===== config.mk =====
export PLATFORM = sky130hd
export DESIGN_NAME = counter_monitor
export DESIGN_NICKNAME = d
export VERILOG_FILES = /design/src/rtl/counter_monitor.sv
export SDC_FILE = /design/constraint.sdc
export NUM_CORES = 1
export LEC_CHECK = 0
export ABC_CLOCK_PERIOD_IN_PS = 2550
export BUFFER_PORTS_ARGS = -buffer_cell sky130_fd_sc_hd__buf_4
export CORE_AREA = 2 2 51 53
export DETAILED_ROUTE_END_ITERATION = 7
export DIE_AREA = 0 0 53 55
export PLACE_DENSITY = 0.78
export RECOVER_POWER = 100
export SLEW_MARGIN = 0
export SYNTH_ARGS = -nofsm -noshare
export SYNTH_HDL_FRONTEND = slang
export SYNTH_SLANG_ARGS = --single-unit

===== constraint.sdc =====
create_clock -name clk -period 2.55 [get_ports clk]
set_clock_uncertainty 0.2 [all_clocks]
set_input_delay 0.255 -clock clk [delete_from_list [all_inputs] [get_ports clk]]
set_output_delay 0.255 -clock clk [all_outputs]
set_load 0.01 [all_outputs]

===== src/rtl/counter_monitor.sv =====
// counter_monitor
// Passive checker and decoder for a 3-bit dual-mode (binary / Gray) counter.
// It samples count and mode every clock, predicts the legal successor,
// locks after LOCK_LEN consecutive good transitions and then flags any
// deviation with a one-cycle mismatch pulse and a saturating error count.
// Gray-mode samples are decoded back to binary on the value output.

module counter_monitor #(
    parameter int LOCK_LEN = 3,   // good transitions needed to lock, 1..7
    parameter int ERR_W    = 8    // width of the saturating error counter
) (
    input  logic             clk,
    input  logic             reset,
    input  logic             mode,
    input  logic [2:0]       count,
    input  logic             clr_err,
    output logic             locked,
    output logic             mismatch,
    output logic [ERR_W-1:0] err_count,
    output logic [2:0]       expected,
    output logic [2:0]       value
);

    typedef enum logic [1:0] {
        IDLE    = 2'd0,
        ACQUIRE = 2'd1,
        LOCKED  = 2'd2
    } state_t;

    // run is only 3 bits wide, so the lock target is taken modulo 8.
    localparam logic [2:0]       LOCK_TARGET = 3'(LOCK_LEN);
    localparam logic [ERR_W-1:0] ERR_MAX     = {ERR_W{1'b1}};

    // Next code in the Gray-up sequence 000,001,011,010,110,111,101,100.
    function automatic logic [2:0] gray_succ(input logic [2:0] g);
        logic [2:0] n;
        case (g)
            3'b000:  n = 3'b001;
            3'b001:  n = 3'b011;
            3'b011:  n = 3'b010;
            3'b010:  n = 3'b110;
            3'b110:  n = 3'b111;
            3'b111:  n = 3'b101;
            3'b101:  n = 3'b100;
            default: n = 3'b000;   // 3'b100 wraps to 000
        endcase
        return n;
    endfunction

    // Legal successor of a sample taken under a given mode.
    function automatic logic [2:0] succ(input logic [2:0] c, input logic m);
        return m ? gray_succ(c) : c + 3'd1;
    endfunction

    state_t           state_reg;
    logic [2:0]       last_count_reg;
    logic             last_mode_reg;
    logic [2:0]       run_reg;
    logic             locked_reg;
    logic             mismatch_reg;
    logic [ERR_W-1:0] err_count_reg;
    logic [2:0]       value_reg;

    logic [2:0]       count_bin;
    logic [2:0]       value_next;
    logic [2:0]       run_inc;
    logic [ERR_W-1:0] err_inc;
    logic             good;

    // Gray to binary: each binary bit is the XOR of all Gray bits at or above it.
    genvar gi;
    generate
        for (gi = 0; gi < 3; gi++) begin : g_decode
            assign count_bin[gi] = ^count[2:gi];
        end
    endgenerate

    // The prediction uses the previously sampled mode: the counter derives its
    // next state from the mode seen at the same edge, so a mode change is
    // always legal and only affects the following transition.
    assign expected   = succ(last_count_reg, last_mode_reg);
    assign good       = (count == expected);
    assign value_next = mode ? count_bin : count;
    assign run_inc    = run_reg + 3'd1;
    assign err_inc    = (err_count_reg == ERR_MAX) ? ERR_MAX : err_count_reg + 1'b1;

    // Sampling registers, lock FSM, mismatch pulse and saturating error count.
    always_ff @(posedge clk) begin
        if (reset) begin
            state_reg      <= IDLE;
            last_count_reg <= 3'b000;
            last_mode_reg  <= 1'b0;
            run_reg        <= 3'd0;
            locked_reg     <= 1'b0;
            mismatch_reg   <= 1'b0;
            err_count_reg  <= '0;
            value_reg      <= 3'b000;
        end else begin
            last_count_reg <= count;
            last_mode_reg  <= mode;
            value_reg      <= value_next;
            mismatch_reg   <= 1'b0;

            case (state_reg)
                IDLE: begin
                    // First sample after reset has no predecessor to check.
                    state_reg  <= ACQUIRE;
                    run_reg    <= 3'd0;
                    locked_reg <= 1'b0;
                end
                ACQUIRE: begin
                    // Errors while acquiring only restart the run; no pulse.
                    if (good) begin
                        if (run_inc == LOCK_TARGET) begin
                            state_reg  <= LOCKED;
                            run_reg    <= 3'd0;
                            locked_reg <= 1'b1;
                        end else begin
                            run_reg <= run_inc;
                        end
                    end else begin
                        run_reg <= 3'd0;
                    end
                end
                LOCKED: begin
                    if (!good) begin
                        mismatch_reg  <= 1'b1;
                        err_count_reg <= err_inc;
                        state_reg     <= ACQUIRE;
                        run_reg       <= 3'd0;
                        locked_reg    <= 1'b0;
                    end
                end
                default: begin
                    state_reg  <= IDLE;
                    run_reg    <= 3'd0;
                    locked_reg <= 1'b0;
                end
            endcase

            // A clear wins over a simultaneous increment.
            if (clr_err) begin
                err_count_reg <= '0;
            end
        end
    end

    assign locked    = locked_reg;
    assign mismatch  = mismatch_reg;
    assign err_count = err_count_reg;
    assign value     = value_reg;

endmodule


==> key figures, run 1 <==
Outcome
  • Outcome: finished clean

Global routing
  • Global-route wire length before repair: 3640 um
  • Initial antenna violation count: 0
  • Pin count of the biggest net entering global routing: 12
  • GRT Residual Overflow: 0
  • Vias in the first global route: 890
  • GRT Total Usage: 17.1%

Synth
  • Seq/Total Area, Yosys: 38.5%
  • Top-area cell type share of the netlist area: 38.5%
  • Area contributors post-synth: dfxtp_1 38%, ha_1 11%, nor2_1 5.0%
  • Top_reg_cell synth: dfxtp_1
  • Post-synth EDFFs: 0
  • Synth warnings: 0
  • Synth unique cells: 34
  • Post-Syn Area: 0.00104 sq mm
  • Synth Register Bits: 20
  • Synth area leader: dfxtp_1
  • Fraction of registers with async set or reset after synthesis: 0%
  • Synthesized area per cell: 8.97 sq um
  • Cells after Synth: 116
  • Post-Syn Nets: 132

Placed design
  • Port-buffer cells: 22
  • Detail Placement HPWL: 1660 um
  • DP Area: 0.00125 sq mm
  • Routability cong.: 0.828

Timing
  • Final Hold Fails: 0
  • # setup viols final: 0
  • Max Fclk: 402 MHz
  • Fin crit share: 97.5%
  • Crit path time final: 2490 ps
  • Tightest Pin Transition: 351 ps
  • Slew Viols, Final: 0
  • Worst relative slew slack: 76.5%
  • Unrepaired setup endpoints after global routing: true

Floorplan
  • Initial Util: 44.0%
  • Die width: 53 um
  • Die height: 55 um
  • Die footprint: 0.00292 sq mm
  • Row count: 18
  • Placeable Area: 0.00236 sq mm
  • I/O Pins: 23

Clock tree
  • Later-pin clock latency in the skew report: 300 ps
  • H-Tree Depth: 1
  • CTS sink count: 20
  • Root Buffer: clkbuf_4
  • CTS Buf Count: 3
  • Worst-path clk slew: 110 ps
  • Max clock buf depth: 2
  • CTS tree: done

Route
  • DR pass1 iterations: 4
  • Routed length on met2: 1160 um
  • Final wirelength: 2360 um
  • Initial DRC Count: 15
  • Wire length on met3: 88 um
  • Top Metal Used: met4
  • Residual DRC: 0
  • Vias: 952
  • Final antenna-violating net count: 0
  • Routed wire per std cell: 13.2 um
  • Avg Vias per Cell: 5.32
  • Wl on met1: 1030 um

Layout
  • Synth-to-layout area growth: 32.7%
  • Fin util: 58.4%
  • Max FFs per register: 8
  • Layout cells sized above 1: 26.8%
  • Final Cell Area: 0.00138 sq mm
  • Final #Nets: 166
  • Ant diodes: 0

Pwr
  • Pwr dens: 433 mW/mm^2
  • LEAKAGE: 0.542 nW
  • IR drop worst, VDD: 335 uV

Worst setup path
  • Crit-path max FO: 6
  • Crit Path Class: reg -> reg
  • Arrival time worst endpoint: 2500 ps
  • CP Capture Type: flip-flop
  • CP required: 2560 ps
  • Crit start category: flip-flop

Min path
  • Worst min path class: in -> reg

Flow run
  • Max_cap viols: 0
## stage by stage
stage	hold slack [ps]	worst slack, ps	power, mW	setup TNS, ps	instances
2_1_floorplan	183	103	0.379	0	116
3_3_place_gp	285	43.0	0.411	0	168
3_5_place_dp	313	-88.1	0.414	-205	168
4_1_cts	5.07	26.1	0.603	0	177
5_1_grt	6.56	-38.8	0.627	-139	179
6_report	12.2	63.5	0.598	0	179
## worst paths after layout
check	slack, ps	from	end	depth (start not counted)
worst min-delay path	10	count[1]	last_count_reg[1]	2
worst max register to register	60	last_count_reg[0]	err_count[4]	10
worst max-delay path	60	last_count_reg[0]	err_count[4]	10
worst min register to register	350	state_reg[0]	state_reg[0]	1
## cells in the final DEF (no fill, tap or decap), types with 2 or more instances in the layout
| master | n |
|---|---|
| dfxtp_1 | 19 |
| buf_4 | 17 |
| nor2_1 | 14 |
| clkbuf_1 | 11 |
| nand2_1 | 7 |
| a21oi_1 | 7 |
| nor2b_1 | 7 |
| ha_1 | 7 |
| inv_1 | 6 |
| xor2_1 | 5 |
| and3_1 | 3 |
| a211oi_1 | 3 |
| clkbuf_4 | 3 |
| dlygate4sd3_1 | 3 |
| a31oi_1 | 2 |
| a311oi_1 | 2 |
| and2_1 | 2 |
| a22oi_1 | 2 |
| a311oi_2 | 2 |
| ha_2 | 2 |
| buf_6 | 2 |
## synth_stat cells, types with 2 or more instances
master / n
nand2_1: 7
a211oi_1: 4
or3_1: 2
xnor2_1: 2
xor2_1: 5
a311oi_1: 4
and2_1: 2
nor2_1: 14
a31oi_1: 3
dfxtp_1: 20
and3_1: 3
a21oi_1: 8
nor2b_1: 7
ha_1: 9
a22oi_1: 2
inv_1: 6
## critical path, cell delays in order (launching register included)
cell	delay [ps]
dfxtp_2	340
ha_2	180
ha_2	170
or3_4	320
o211ai_2	60
o221a_2	240
xnor2_2	120
o31a_1	300
buf_6	160
a21oi_1	50
a311oi_1	250
## power by group
group,internal [mW],switching [mW],total [mW]
Clock,0.0871,0.0968,0.184
Combinational,0.0440,0.0448,0.0888
Sequential,0.320,0.00524,0.325
Total,0.451,0.147,0.598
## final cells by class
type,instances,area (sq um)
Sequential cell,20,402
Tap cell,30,37.5
Fill cell,216,983
Clock buffer,4,36.3
Multi-Input combinational cell,86,662
Inverter,6,22.5
Timing Repair Buffer,33,221
## timing repair
item,CTS,global route
gates cloned,0,0
endpoints found under the hold margin,8,0
setup buffers,2,2
pin swaps,4,4
hold buffers,3,0
resized for setup,6,9
endpoints found under the setup margin,6,8
## per-layer routing
metal  GRT usage (%)  vias up
li1                -      477
met1            18.4      441
met2            31.9       24
met3            3.23       10
met4            8.97        0
met5               0        -
## kinds of logic after synthesis
| kind of cell | Yosys count | share of synthesized area (%) |
|---|---|---|
| simple gates | 44 | 22.7 |
| buf+inv | 10 | 4.09 |
| fa+ha+maj | 9 | 10.8 |
| compound gates | 26 | 18.0 |
| flops | 20 | 38.5 |
| xor+xnor | 7 | 5.89 |
Power figures use the tool's default switching activity.
==> inputs of run 2 (changes only) <==
SETUP_SLACK_MARGIN = 0.3   (was not set)
==> key figures, run 2 (synthesis gave the netlist of run 1 again) <==
Floorplan
  • Row count: 18
  • Placeable Area: 0.00236 sq mm
  • Die footprint: 0.00292 sq mm
  • I/O Pins: 23
  • Die width: 53 um
  • Initial Util: 44.0%
  • Die height: 55 um

Pwr
  • LEAKAGE: 0.559 nW
  • Pwr dens: 449 mW/mm^2
  • IR drop worst, VDD: 446 uV

Timing
  • Final Hold Fails: 0
  • Max Fclk: 398 MHz
  • # setup viols final: 0
  • Fin crit share: 98.5%
  • Worst relative slew slack: 66.8%
  • Setup TNS: 0 ps
  • Slew Viols, Final: 0
  • Unrepaired setup endpoints after global routing: true
  • Tightest Pin Transition: 496 ps
  • Hold_ws: 5.94 ps
  • Crit path time final: 2510 ps

Clock tree
  • Later-pin clock latency in the skew report: 300 ps
  • CTS sink count: 20
  • Worst-path clk slew: 120 ps
  • Max clock buf depth: 2
  • Root Buffer: clkbuf_4
  • CTS tree: done
  • H-Tree Depth: 1
  • CTS Buf Count: 3

Placed design
  • Routability cong.: 0.823
  • Port-buffer cells: 22
  • Placed cell count: 167
  • Detail Placement HPWL: 1680 um

Route
  • Final wirelength: 2700 um
  • Final antenna-violating net count: 0
  • Vias: 983
  • Residual DRC: 0
  • Initial DRC Count: 25
  • Avg Vias per Cell: 5.40
  • Routed wire per std cell: 14.8 um
  • DR pass1 iterations: 4

Global routing
  • GRT Residual Overflow: 0
  • Global-route wire length before repair: 3820 um
  • Pin count of the biggest net entering global routing: 13
  • Initial antenna violation count: 0
  • GRT Total Usage: 18.1%
  • Vias in the first global route: 867

Worst setup path
  • Crit start category: flip-flop
  • CP Capture Type: flip-flop
  • Origin of the worst setup path: last_count_reg[0]
  • Worst flop-to-flop path startpoint: last_count_reg[0]
  • Reg2Reg Depth: 9
  • CP required: 2570 ps
  • Crit path to: err_count[2]
  • Crit Path Class: reg -> reg
  • Crit-path max FO: 7
  • Arrival time worst endpoint: 2530 ps
  • R2r setup slk: 40 ps
  • RR Endpoint: err_count[2]

Layout
  • Final #Nets: 169
  • Synth-to-layout area growth: 39.7%
  • Commonest non-fill, non-tap cells in the layout: 18 x dfxtp_1, 18 x buf_4, 14 x clkbuf_1, 13 x nor2_1
  • Max FFs per register: 8
  • FILL cells: 212
  • Post-Layout Cell Count: 182
  • Ant diodes: 0
  • Area taken by multi-input logic gates: 719 sq um
  • Layout cells sized above 1: 30.9%
  • Storage cell area: 408 sq um

Min path
  • Worst min path class: in -> reg

Flow run
  • Max_cap viols: 0

Outcome
  • Outcome: finished clean
## run 2: routing by layer
layer  track usage [%]  vias to the layer above  routed length, um
met2              33.1                       27               1400
met1              20.7                      469               1130
li1                  -                      483                  -
met4              4.27                        0                 36
met5                 0                        -                  0
met3              5.38                        4                130
## run 2: critical path: stages, from the launching register on
cell	delay [ps]
dfxtp_4	370
buf_4	140
inv_1	80
ha_1	300
nor2_2	50
a31oi_2	270
xor2_2	170
o31a_4	390
nor2b_4	160
a311oi_2	300
## run 2: how the worst min path moves through the flow
stage	startpoint	endpoint	slack, ps	depth (start not counted)
floorplan	count[0]	last_count_reg[0]	180	1
global placement	mode	last_mode_reg	290	2
detailed placement	mode	last_mode_reg	300	2
CTS	count[2]	last_count_reg[2]	1	2
global route	count[2]	last_count_reg[2]	20	2
finish	count[2]	last_count_reg[2]	6	2
## run 2: what timing repair did
| action | in CTS | in global routing |
|---|---|---|
| hold buffers | 2 | 0 |
| gates resized for setup | 7 | 9 |
| cloned | 1 | 0 |
| endpoints found under the setup margin | 13 | 15 |
| endpoints found under the hold margin | 8 | 0 |
| pin swaps | 10 | 2 |
| setup buffers | 7 | 1 |
## run 2: where the power goes
part	switching, mW	internal (mW)
logic	0.0557	0.0507
clock network	0.102	0.120
registers	0.00657	0.319
## run 2: final cells by class
| type | instances | share of cell area [%] |
|---|---|---|
| clock buffers | 4 | 3.27 |
| inverters | 6 | 1.55 |
| multi-input cells | 87 | 49.5 |
| flip-flops and latches | 20 | 28.1 |
| well taps | 30 | 2.58 |
| repair buffers | 35 | 15.1 |
## run 2: per-stage QoR
step	power [mW]	area [sq um]	utilization (%)	setup WS (ps)
after floorplan	0.382	1090	-	260
after global placement	0.413	1290	54.6	49.7
after detailed placement	0.416	1290	54.6	-54.6
after CTS	0.645	1450	61.4	98.3
after global routing	0.680	1450	61.5	-21.9
final	0.653	1450	61.5	38.6
==> inputs of run 3 (changes only) <==
GPL_TIMING_DRIVEN = 0   (was not set)
SKIP_CTS_REPAIR_TIMING = 1   (was not set)
==> key figures, run 3 (synthesis gave the netlist of run 1 again) <==
Outcome
  • Outcome: finished clean

Route
  • DR pass1 iterations: 4
  • Initial DRC Count: 19
  • Routed wire per std cell: 12.6 um
  • Residual DRC: 0
  • Avg Vias per Cell: 5.30
  • Final wirelength: 2190 um
  • Final antenna-violating net count: 0
  • Vias: 922

Worst setup path
  • Arrival time worst endpoint: 2470 ps
  • Crit start category: flip-flop
  • CP max stage cell: dfxtp_4
  • CP bufs+invs: 0
  • CP most frequent cell: ha_4
  • Critical path's largest stage delay: 390 ps
  • CP Capture Type: flip-flop
  • Crit Path Class: reg -> reg
  • CP delay by family, top: compound AO/OA/AOI/OAI gates
  • Worst-path cell chain: ha_4 -> ha_4 -> or3_1 -> o211ai_2 -> o221a_2 -> xnor2_2 -> o31a_1 -> nor2b_4 -> a311oi_1
  • CP required: 2540 ps
  • Crit-path max FO: 8

Placed design
  • Pre-CTS WS: 93.1 ps
  • Routability cong.: 0.780
  • Placed cell count: 167
  • Port-buffer cells: 21
  • DP Area: 0.00129 sq mm

Flow run
  • Max_cap viols: 0

Clock tree
  • Max clock buf depth: 2
  • Worst-path clk slew: 110 ps
  • H-Tree Depth: 1
  • CTS Buf Count: 3
  • Root Buffer: clkbuf_4
  • CTS tree: done
  • Later-pin clock latency in the skew report: 290 ps
  • CTS sink count: 20

Global routing
  • GRT Residual Overflow: 0
  • Pin count of the biggest net entering global routing: 12
  • Initial antenna violation count: 0
  • Vias in the first global route: 778
  • Global-route wire length before repair: 3410 um
  • GRT Total Usage: 16.1%

Layout
  • Synth-to-layout area growth: 25.8%
  • Post-Layout Cell Count: 174
  • Layout cells sized above 1: 21.5%
  • Max FFs per register: 8
  • Ant diodes: 0
  • Most common cell after layout, fill and taps aside: dfxtp_1
  • FILL cells: 223
  • Fin util: 55.4%
  • Commonest non-fill, non-tap cells in the layout: 17 x dfxtp_1, 16 x clkbuf_1, 12 x nor2_1, 10 x buf_4
  • Final #Nets: 161
  • Final Cell Area: 0.00131 sq mm

Floorplan
  • Die width: 53 um
  • Die footprint: 0.00292 sq mm
  • I/O Pins: 23
  • Die height: 55 um
  • Initial Util: 44.0%
  • Placeable Area: 0.00236 sq mm
  • Row count: 18

Pwr
  • LEAKAGE: 0.496 nW
  • IR drop worst, VDD: 375 uV
  • Final Power: 0.556 mW
  • Pwr dens: 424 mW/mm^2

Timing
  • Unrepaired setup endpoints after global routing: true
  • Worst relative slew slack: 71.3%
  • Hold_ws: 18.8 ps
  • Fin crit share: 97.4%
  • Final worst slack: 67.3 ps
  • # setup viols final: 0
  • Crit path time final: 2480 ps
  • Setup TNS: 0 ps
  • Slew Viols, Final: 0
  • Max Fclk: 403 MHz
  • Tightest Pin Transition: 431 ps
  • Final Hold Fails: 0

Min path
  • Worst min path class: in -> reg
==> run 3: layout make-up <==
class                   instances  area, sq um  area share [%]
well taps                      30         37.5            2.87
inverters                       6         22.5            1.72
plain buffers                   4         26.3            2.01
clock buffers                   4         26.3            2.01
multi-input cells              86          661            50.4
flip-flops and latches         20          407            31.0
repair buffers                 24          130            9.93
==> run 3: power by group <==
part / internal (mW) / switching, mW / total, mW
clock network: 0.0607 / 0.0872 / 0.148
registers: 0.320 / 0.00911 / 0.329
logic: 0.0380 / 0.0409 / 0.0789
==> run 3: layer usage <==
| layer | wire length [um] | vias up | track usage, % |
|---|---|---|---|
| li1 | - | 468 | - |
| met1 | 1010 | 435 | 20.6 |
| met2 | 1090 | 17 | 26.7 |
| met3 | 79 | 2 | 3.23 |
| met4 | 15 | 0 | 6.41 |
| met5 | 0 | - | 0 |
==> run 3: path summary, 6_finish.rpt <==
check	startpoint	end	slack, ps	depth (start not counted)
setup / recovery	last_count_reg[0]	err_count[5]	70	9
hold / removal	count[2]	last_count_reg[2]	20	2
setup reg to reg	last_count_reg[0]	err_count[5]	70	9
hold reg to reg	state_reg[0]	state_reg[0]	340	1
